--- src/rtl/mem_branch_pkg.sv ---
// Shared constants for the memory/branch stage.
// Holds op encodings, FSM states and the alignment helper.
package mem_branch_pkg;

  localparam logic [1:0] ALU_A_RS1 = 2'd0;
  localparam logic [1:0] ALU_A_PC  = 2'd1;
  localparam logic [1:0] ALU_B_RS2 = 2'd0;
  localparam logic [1:0] ALU_B_IMM = 2'd1;

  localparam logic [1:0] MEM_OP_NONE  = 2'd0;
  localparam logic [1:0] MEM_OP_LOAD  = 2'd1;
  localparam logic [1:0] MEM_OP_STORE = 2'd2;

  localparam logic [1:0] MEM_SIZE_BYTE = 2'd0;
  localparam logic [1:0] MEM_SIZE_HALF = 2'd1;
  localparam logic [1:0] MEM_SIZE_WORD = 2'd2;

  localparam logic [1:0] BRANCH_OP_NONE = 2'd0;
  localparam logic [1:0] BRANCH_OP_EQ   = 2'd1;
  localparam logic [1:0] BRANCH_OP_NE   = 2'd2;
  localparam logic [1:0] BRANCH_OP_JUMP = 2'd3;

  typedef enum logic {
    MB_IDLE = 1'b0,
    MB_BUS  = 1'b1
  } mb_state_e;

  function automatic logic is_aligned(
    input logic [1:0] size,
    input logic [1:0] off
  );
    logic ok;
    ok = 1'b1;
    if (size == MEM_SIZE_HALF) ok = (off[0] == 1'b0);
    if (size == MEM_SIZE_WORD) ok = (off == 2'b00);
    return ok;
  endfunction

endpackage

--- src/rtl/mem_branch_lane.sv ---
// Byte-lane steering: store strobes/replication and
// load extraction with sign or zero extension.
module mem_lane
  import mem_branch_pkg::*;
(
  input  logic [1:0]  size,
  input  logic        uns,
  input  logic [1:0]  off,
  input  logic [31:0] st_data,
  input  logic [31:0] rdata,
  output logic [3:0]  wstrb,
  output logic [31:0] wdata,
  output logic [31:0] ld_data
);

  logic [7:0]  byte_v;
  logic [15:0] half_v;

  always_comb begin
    byte_v  = rdata[{off, 3'b000} +: 8];
    half_v  = off[1] ? rdata[31:16] : rdata[15:0];
    wstrb   = 4'b1111;
    wdata   = st_data;
    ld_data = rdata;
    case (size)
      MEM_SIZE_BYTE: begin
        wstrb   = 4'b0001 << off;
        wdata   = {4{st_data[7:0]}};
        ld_data = {{24{!uns && byte_v[7]}}, byte_v};
      end
      MEM_SIZE_HALF: begin
        wstrb   = off[1] ? 4'b1100 : 4'b0011;
        wdata   = {2{st_data[15:0]}};
        ld_data = {{16{!uns && half_v[15]}}, half_v};
      end
      default: ;
    endcase
  end

endmodule

--- src/rtl/mem_branch.sv ---
// Memory/branch pipeline stage: branch resolution,
// data-memory handshake with stall and bus timeout.
module mem_branch
  import mem_branch_pkg::*;
#(
  parameter int unsigned TIMEOUT_CYCLES = 255
) (
  input  logic        clk,
  input  logic        rst,
  input  logic        ex_mb__valid,
  input  logic [31:0] ex_mb__alu_y,
  input  logic        ex_mb__alu_zero,
  input  logic [31:0] ex_mb__pc_4,
  input  logic [31:0] ex_mb__target,
  input  logic [31:0] ex_mb__rs2_rdata,
  input  logic [1:0]  ex_mb__mem_op,
  input  logic [1:0]  ex_mb__mem_size,
  input  logic        ex_mb__mem_unsigned,
  input  logic [1:0]  ex_mb__branch_op,
  input  logic [4:0]  ex_mb__rd_addr,
  input  logic        ex_mb__rd_wen,
  output logic        dmem_req,
  output logic        dmem_we,
  output logic [31:0] dmem_addr,
  output logic [31:0] dmem_wdata,
  output logic [3:0]  dmem_wstrb,
  input  logic        dmem_ready,
  input  logic [31:0] dmem_rdata,
  output logic        mb_stall,
  output logic        pipe_flush,
  output logic [31:0] branch_pc,
  output logic [4:0]  mb_wb__rd_addr,
  output logic        mb_wb__rd_wen,
  output logic [31:0] mb_wb__rd_wdata,
  output logic        mb_misaligned,
  output logic        mb_bus_error
);

  localparam logic [7:0] TO_LIM = 8'(TIMEOUT_CYCLES);

  mb_state_e   state_q, state_d;
  logic [7:0]  cnt_q, cnt_d;
  logic [4:0]  rd_addr_q, rd_addr_d;
  logic        rd_wen_q, rd_wen_d;
  logic [31:0] rd_wdata_q, rd_wdata_d;
  logic        mis_q, mis_d;
  logic        berr_q, berr_d;

  logic        mem_active;
  logic        aligned;
  logic        is_bus;
  logic        timeout;
  logic        misaligned;
  logic        is_load;
  logic        is_store;
  logic        take;
  logic [31:0] ld_data;

  mem_lane u_lane (
    .size    (ex_mb__mem_size),
    .uns     (ex_mb__mem_unsigned),
    .off     (ex_mb__alu_y[1:0]),
    .st_data (ex_mb__rs2_rdata),
    .rdata   (dmem_rdata),
    .wstrb   (dmem_wstrb),
    .wdata   (dmem_wdata),
    .ld_data (ld_data)
  );

  always_comb begin
    mem_active = ex_mb__valid
              && (ex_mb__mem_op != MEM_OP_NONE);
    is_load    = mem_active
              && (ex_mb__mem_op == MEM_OP_LOAD);
    is_store   = mem_active
              && (ex_mb__mem_op == MEM_OP_STORE);
    aligned    = is_aligned(ex_mb__mem_size,
                            ex_mb__alu_y[1:0]);
    misaligned = mem_active && !aligned;
    is_bus     = (state_q == MB_BUS);
    timeout    = is_bus && !dmem_ready
              && (cnt_q == TO_LIM);
    // Gate with rst so the request drops the instant reset hits.
    dmem_req   = !rst
              && ((!is_bus && mem_active && aligned) || is_bus);
    mb_stall   = dmem_req && !dmem_ready && !timeout;
    dmem_we    = is_store;
    dmem_addr  = {ex_mb__alu_y[31:2], 2'b00};

    take = 1'b0;
    case (ex_mb__branch_op)
      BRANCH_OP_EQ:   take = ex_mb__alu_zero;
      BRANCH_OP_NE:   take = !ex_mb__alu_zero;
      BRANCH_OP_JUMP: take = 1'b1;
      default:        take = 1'b0;
    endcase
    pipe_flush = ex_mb__valid && !mem_active && take;
    branch_pc  = ex_mb__target;

    state_d = state_q;
    cnt_d   = cnt_q;
    if (is_bus) begin
      if (dmem_ready || timeout) begin
        state_d = MB_IDLE;
        cnt_d   = 8'd0;
      end else begin
        cnt_d = cnt_q + 8'd1;
      end
    end else if (mem_active && aligned && !dmem_ready) begin
      state_d = MB_BUS;
      cnt_d   = 8'd1;
    end

    rd_addr_d  = mb_stall ? rd_addr_q : ex_mb__rd_addr;
    rd_wdata_d = rd_wdata_q;
    if (!mb_stall) begin
      if (is_load)
        rd_wdata_d = ld_data;
      else if (ex_mb__branch_op == BRANCH_OP_JUMP)
        rd_wdata_d = ex_mb__pc_4;
      else
        rd_wdata_d = ex_mb__alu_y;
    end
    rd_wen_d = ex_mb__valid && ex_mb__rd_wen
            && (ex_mb__rd_addr != 5'd0)
            && !misaligned && !timeout
            && !is_store && !mb_stall;
    mis_d  = misaligned;
    berr_d = timeout;
  end

  always_ff @(posedge clk or posedge rst) begin
    if (rst) begin
      state_q    <= MB_IDLE;
      cnt_q      <= 8'd0;
      rd_addr_q  <= 5'd0;
      rd_wen_q   <= 1'b0;
      rd_wdata_q <= 32'd0;
      mis_q      <= 1'b0;
      berr_q     <= 1'b0;
    end else begin
      state_q    <= state_d;
      cnt_q      <= cnt_d;
      rd_addr_q  <= rd_addr_d;
      rd_wen_q   <= rd_wen_d;
      rd_wdata_q <= rd_wdata_d;
      mis_q      <= mis_d;
      berr_q     <= berr_d;
    end
  end

  assign mb_wb__rd_addr  = rd_addr_q;
  assign mb_wb__rd_wen   = rd_wen_q;
  assign mb_wb__rd_wdata = rd_wdata_q;
  assign mb_misaligned   = mis_q;
  assign mb_bus_error    = berr_q;

endmodule

--- config.mk ---
export PLATFORM = sky130hd
export DESIGN_NAME = mem_branch
export DESIGN_NICKNAME = d
export VERILOG_FILES = /design/src/rtl/mem_branch_pkg.sv /design/src/rtl/mem_branch_lane.sv /design/src/rtl/mem_branch.sv
export SDC_FILE = /design/constraint.sdc
export NUM_CORES = 1
export LEC_CHECK = 0
export ABC_AREA = 1
export CAP_MARGIN = 20
export CORE_MARGIN = 5
export CORE_UTILIZATION = 33
export DETAILED_ROUTE_END_ITERATION = 12
export PLACE_DENSITY = 0.9
export SETUP_SLACK_MARGIN = 0.5
export SYNTH_ARGS = -nofsm -noshare
export SYNTH_HDL_FRONTEND = slang
export SYNTH_HIERARCHICAL = 1
export SYNTH_SLANG_ARGS = --single-unit
--- constraint.sdc ---
create_clock -name clk -period 4 [get_ports clk]
set_input_delay 1 -clock clk [delete_from_list [all_inputs] [get_ports clk]]
set_output_delay 1 -clock clk [all_outputs]
set_load 0.02 [all_outputs]
Yosys cells after proc, flatten, opt, wreduce, memory -nomap -nowiden
Cells that the tools add are included.

storage, ports and cells
  bits in read-only memories = 0
  bits in latches = 0
  RAM bits = 0
  word-level logic and storage cells = 76
  register bits = 49
  memories = 0

cells by class
  eq/ne operators = 8
  add/subtract/negate cells = 1
  multiplexer cells = 16
  multiply operators = 0
  div/mod/pow operators = 0
  bitwise gates (word level) = 1
  shifts and indexed selects = 2
  reduce and logical (&&, ||, !) cells = 41
  order comparisons = 0

operators by type and width
  kind                 count
  $pmux 32 s2          2
  $mux 32              2
  $shiftx 32x6->8      1
  $mux 8               3
  $logic_and 1x1->1    23
  $mux 16              1
  $logic_not 1->1      11
  $add 8x1->8 const B  1
  $eq 2x2->1 const B   4
  $eq 8x8->1 const B   1
  $pmux 4 s2           1
  $eq 2x1->1 const B   3
  $mux 1               5
  $reduce_bool 5->1    1
  $logic_not 2->1      2
  $mux 4               1
  $reduce_bool 2->1    2
  $shl 1x2->4 const A  1
  $pmux 1 s3           1
  $logic_or 1x1->1     2
  $not 1->1            1

Logic depth before layout (Yosys ltp)
  depth in word-level cells = 10
  mapped depth = 13
  gate-level depth less buffers = 12

By module
The synthesis kept the hierarchy.

by module, submodules not included
  module      sequential area each (um^2)  cells an instance  instances  area an instance (um^2)
  mem_branch  1,226.2                      491                1          3,455.8
  mem_lane    0.0                          228                1          1,132.3

Worst setup path before layout
No wires, ideal clock.

  path kind = input port to output port
  from = input port rst
  to = output port dmem_req
  buffers on the path = 1
  setup slack = -66 ps
  cell stages on the path = 4
  arrival = 3,066 ps
  cell sequence = inv_1 > clkbuf_1 > nand2_1 > inv_1

on the way
  word-level cells in the longest chain between the ends = 2

ends and longest elaborated chain
  what                       line              source
  start, declared            mem_branch.sv:9   input logic rst,
  $logic_not 1->1 (no line)  --
  $logic_and 1x1->1          mem_branch.sv:85  && ((!is_bus && mem_active && aligned) || is_bus);
  end, declared              mem_branch.sv:22  output logic dmem_req,

No other way between the ends.

Worst setup path after layout
  from = input port ex_mb__mem_size[0]
  to = output port dmem_wdata[29]

on the way
  word-level cells in the longest chain between the ends = 2
  elaborated cells between the ends (all ways) = 3

ends and longest elaborated chain
  what                                           line                   source
  start, declared                                mem_branch.sv:17       input logic [1:0] ex_mb__mem_size,
  $eq 2x1->1 or $logic_not 2->1 (tied branches)  mem_branch_lane.sv:25  case (size)
  $pmux 32 s2 *                                  mem_branch_lane.sv:25
  end, declared                                  mem_branch.sv:25       output logic [31:0] dmem_wdata,

Mark *: on every way between the ends. The rest lies on a longest branch, timed or not.

==> results.yml <==
floorplanning:
  std_cell_rows: 43
  initial_core_util_pct: 33.3
  chipHeight_microns: 128
  die_area_sq_um: 16400
  coreArea_sq_um: 13800
  pin_count: 322
  die_w_microns: 128
setup_path:
  critPathMaxStageDelay_ps: 450
  crit_chain: "clkdlybuf4s50_1 -> buf_4 -> nor2_4 -> buf_4 -> nand2_1 -> o211ai_1 -> clkdlybuf4s15_1"
  cpMostUsedCell: "buf_4"
  path_max_fanout: 10
  cp.required_ps: 3000
  cp.arrival_ps: 2430
  cp-start-kind: "input port"
  critPathKind: "input port to output pin"
  r2r_cells: 10
  reg2reg_to: "mb_wb__rd_wdata[28]$_DFFE_PP0N_"
  critPathSlowestCell: "clkdlybuf4s50_1"
  rrSetupSlack_ps: 2220
  end_kind: "output pin"
  r2r_start: "cnt_q[0]$_DFFE_PP0P_"
min_path:
  hp-class: "flop to flop"
  hold_depth: 2
  min_to: "cnt_q[1]$_DFFE_PP0P_"
  min_from: "cnt_q[1]$_DFFE_PP0P_"
synth:
  yosysSeqAreaShare_pct: 26.7
  synth-main-ff-cell: "dfrtp_1"
  async_flop_share_pct: 100
  synth_area_per_cell_sq_um: 6.38
  synth.top_cell.area_share_pct: 26.7
  ys_types: 30
  synthCells: 719
  synth.area.top_cells: "dfrtp_1, nand2_1, buf_4"
  yosysTopAreaCell: "dfrtp_1"
  synth-seq-cells: 49
  synthesis.area_sq_um: 4590
  synth_edf_count: 0
  yosysWarnings: 6
cells_and_area:
  syn_to_final_growth_pct: 49.5
  layout.cells.non_filler: 1068
  stdcell_area_sq_um: 6860
  nNetsFinal: 1066
  fill_cells: 1371
  drive_above_1_share_pct: 8.22
  final_common_cell: "nand2_1"
  fin_util_pct: 49.8
  final_cell_mix: "nand2_1, clkdlybuf4s50_1, nand3_1"
  diodes: 0
timing:
  max_freq_mhz: 291
  fin_crit_ps: 3430
  final-hold-violation-count: 0
  fin_skew_ps: 7.22
  tightest_slew_ps: 786
  whs_ps: 503
  finalSetupViolations: 0
  drv_slew: 0
  fin_crit_sh_pct: 85.8
  relSlewSlack_pct: 47.6
  setup_slack_ps: 568
  rsz0062_at_grt: "false"
  setup_tns_ps: 0
cts:
  cts_buffers: 5
  ctsHtreeMaxLevel: 2
  cts.sinks: 49
  postCtsSetupBuffers: 0
  cts-root-buf: "clkbuf_16"
  clk_transition_reported_paths_ps: 60
  cts_tree: "built"
  clk_path_buf_depth: 2
  insertion_delay_ps: 290
detailed_routing:
  wirelength_microns: 19700
  routedWlPerCell_microns: 18.5
  first_iter_violations: 567
  viasPerCell: 5.11
  post-route-drc-count: 0
  drt-pass1-iter-count: 5
  ant_nets: 0
  vias: 5456
placed_design:
  dp_slack_ps: 202
  dpl.hpwl_microns: 15600
  io_buffers: 255
  globalplace.congestion: 0.974
  place_area_sq_um: 6770
  dpl.cell_count: 1060
pwr:
  power_density_nw_per_um2: 269
  vdd_drop_max_v: 0.000202
  p_leak_nw: 3.33
  clock_power_share_pct: 24.3
  seqPwrFrac_pct: 31.8
  finalPower_mw: 1.84
  power_frac_comb_pct: 43.8
  p_int_mw: 1.18
  power_switching_uw: 660
  p_sw_share_pct: 35.8
grt:
  grt_util_all_layers_pct: 22.9
  grt_pass1_vias: 5191
  grt_pass1_wl_microns: 29300
  grt_remaining_overflow: 0
  antenna_found_initial: 1
  grt_max_degree: 74
outcome:
  status: "complete, no violations"
job:
  maxCapViolations: 0
[state kept, by name, summed over array words and instances, names as in the netlist]
signal           flops
mb_wb__rd_wdata     32
cnt_q                8
mb_wb__rd_addr       5
is_bus               1
mb_bus_error         1
mb_misaligned        1
mb_wb__rd_wen        1
[kinds of logic (layout without fill, tap and decap cells)]
family	after synthesis	in the layout	synth area share, %
and+or+nand+nor	452	452	43.9
buffers and inverters	155	323	20.6
AOI/OAI and AO/OA	56	56	7.42
DFF	49	49	26.7
xor gates and xnor gates	4	4	0.763
adders and majority gates	1	1	0.273
other	1	2	0.0817
muxes	1	1	0.218
[worst max-delay path by stage]
stage / from / end / slack (ps) / cells after the start
final: ex_mb__mem_size[0] / dmem_wdata[29] / 570 / 7
after global placement: ex_mb__mem_size[1] / dmem_wdata[30] / 210 / 7
after CTS: ex_mb__mem_size[1] / mb_stall / 460 / 8
after detailed placement: ex_mb__mem_size[1] / mb_stall / 200 / 8
after global routing: ex_mb__valid / dmem_req / 520 / 8
after floorplan: rst / dmem_req / 800 / 4
[worst max-delay path: cells and delay by family]
family          cells  cell delay, ps
compound gates      1              90
simple gates        2             190
buf+inv             4            1150
[power groups by stage]
stage / Sequential, mW / Combinational (mW) / Clock, mW
after floorplan: 0.650 / 0.400 / 0
after global placement: 0.594 / 0.820 / 0
after detailed placement: 0.594 / 0.829 / 0
after CTS: 0.587 / 0.815 / 0.457
after global routing: 0.595 / 0.868 / 0.474
final: 0.587 / 0.808 / 0.449
[cell type report]
type	instances	area, sq um	share of cell area (%)
Clock buffer	7	153	2.23
Clock inverter	1	5.00	0.0730
Inverter	37	148	2.15
Multi-Input combinational cell	516	2420	35.3
Sequential cell	49	1230	17.9
Tap cell	180	225	3.28
Timing Repair Buffer	278	2680	39.1
[repair_timing]
item	4_1_cts	5_1_grt
endpoints found under the setup margin	31	19
hold buffers	0	0
resized for setup	37	23
[metal layers]
layer / GRT usage [%] / vias to the layer above / share of wire, %
met5: 0 / - / 0.056
met4: 6.62 / 2 / 2.7
met3: 4.50 / 39 / 7.9
met2: 38.5 / 266 / 49
met1: 29.8 / 2527 / 40
li1: - / 2622 / -
[synth_stat cells, types with 8 or more instances]
cell type and instances:
inv_1 27, nand4_1 39, clkbuf_1 19, nor2_1 48, buf_4 74, nand3_1 78, o211ai_1 8, nand3_2 9
nand2_1 266, buf_2 16, o21ai_0 14, a31oi_1 30, buf_6 8, dfrtp_1 49
Note: power is estimated with default switching activity, not from simulation.
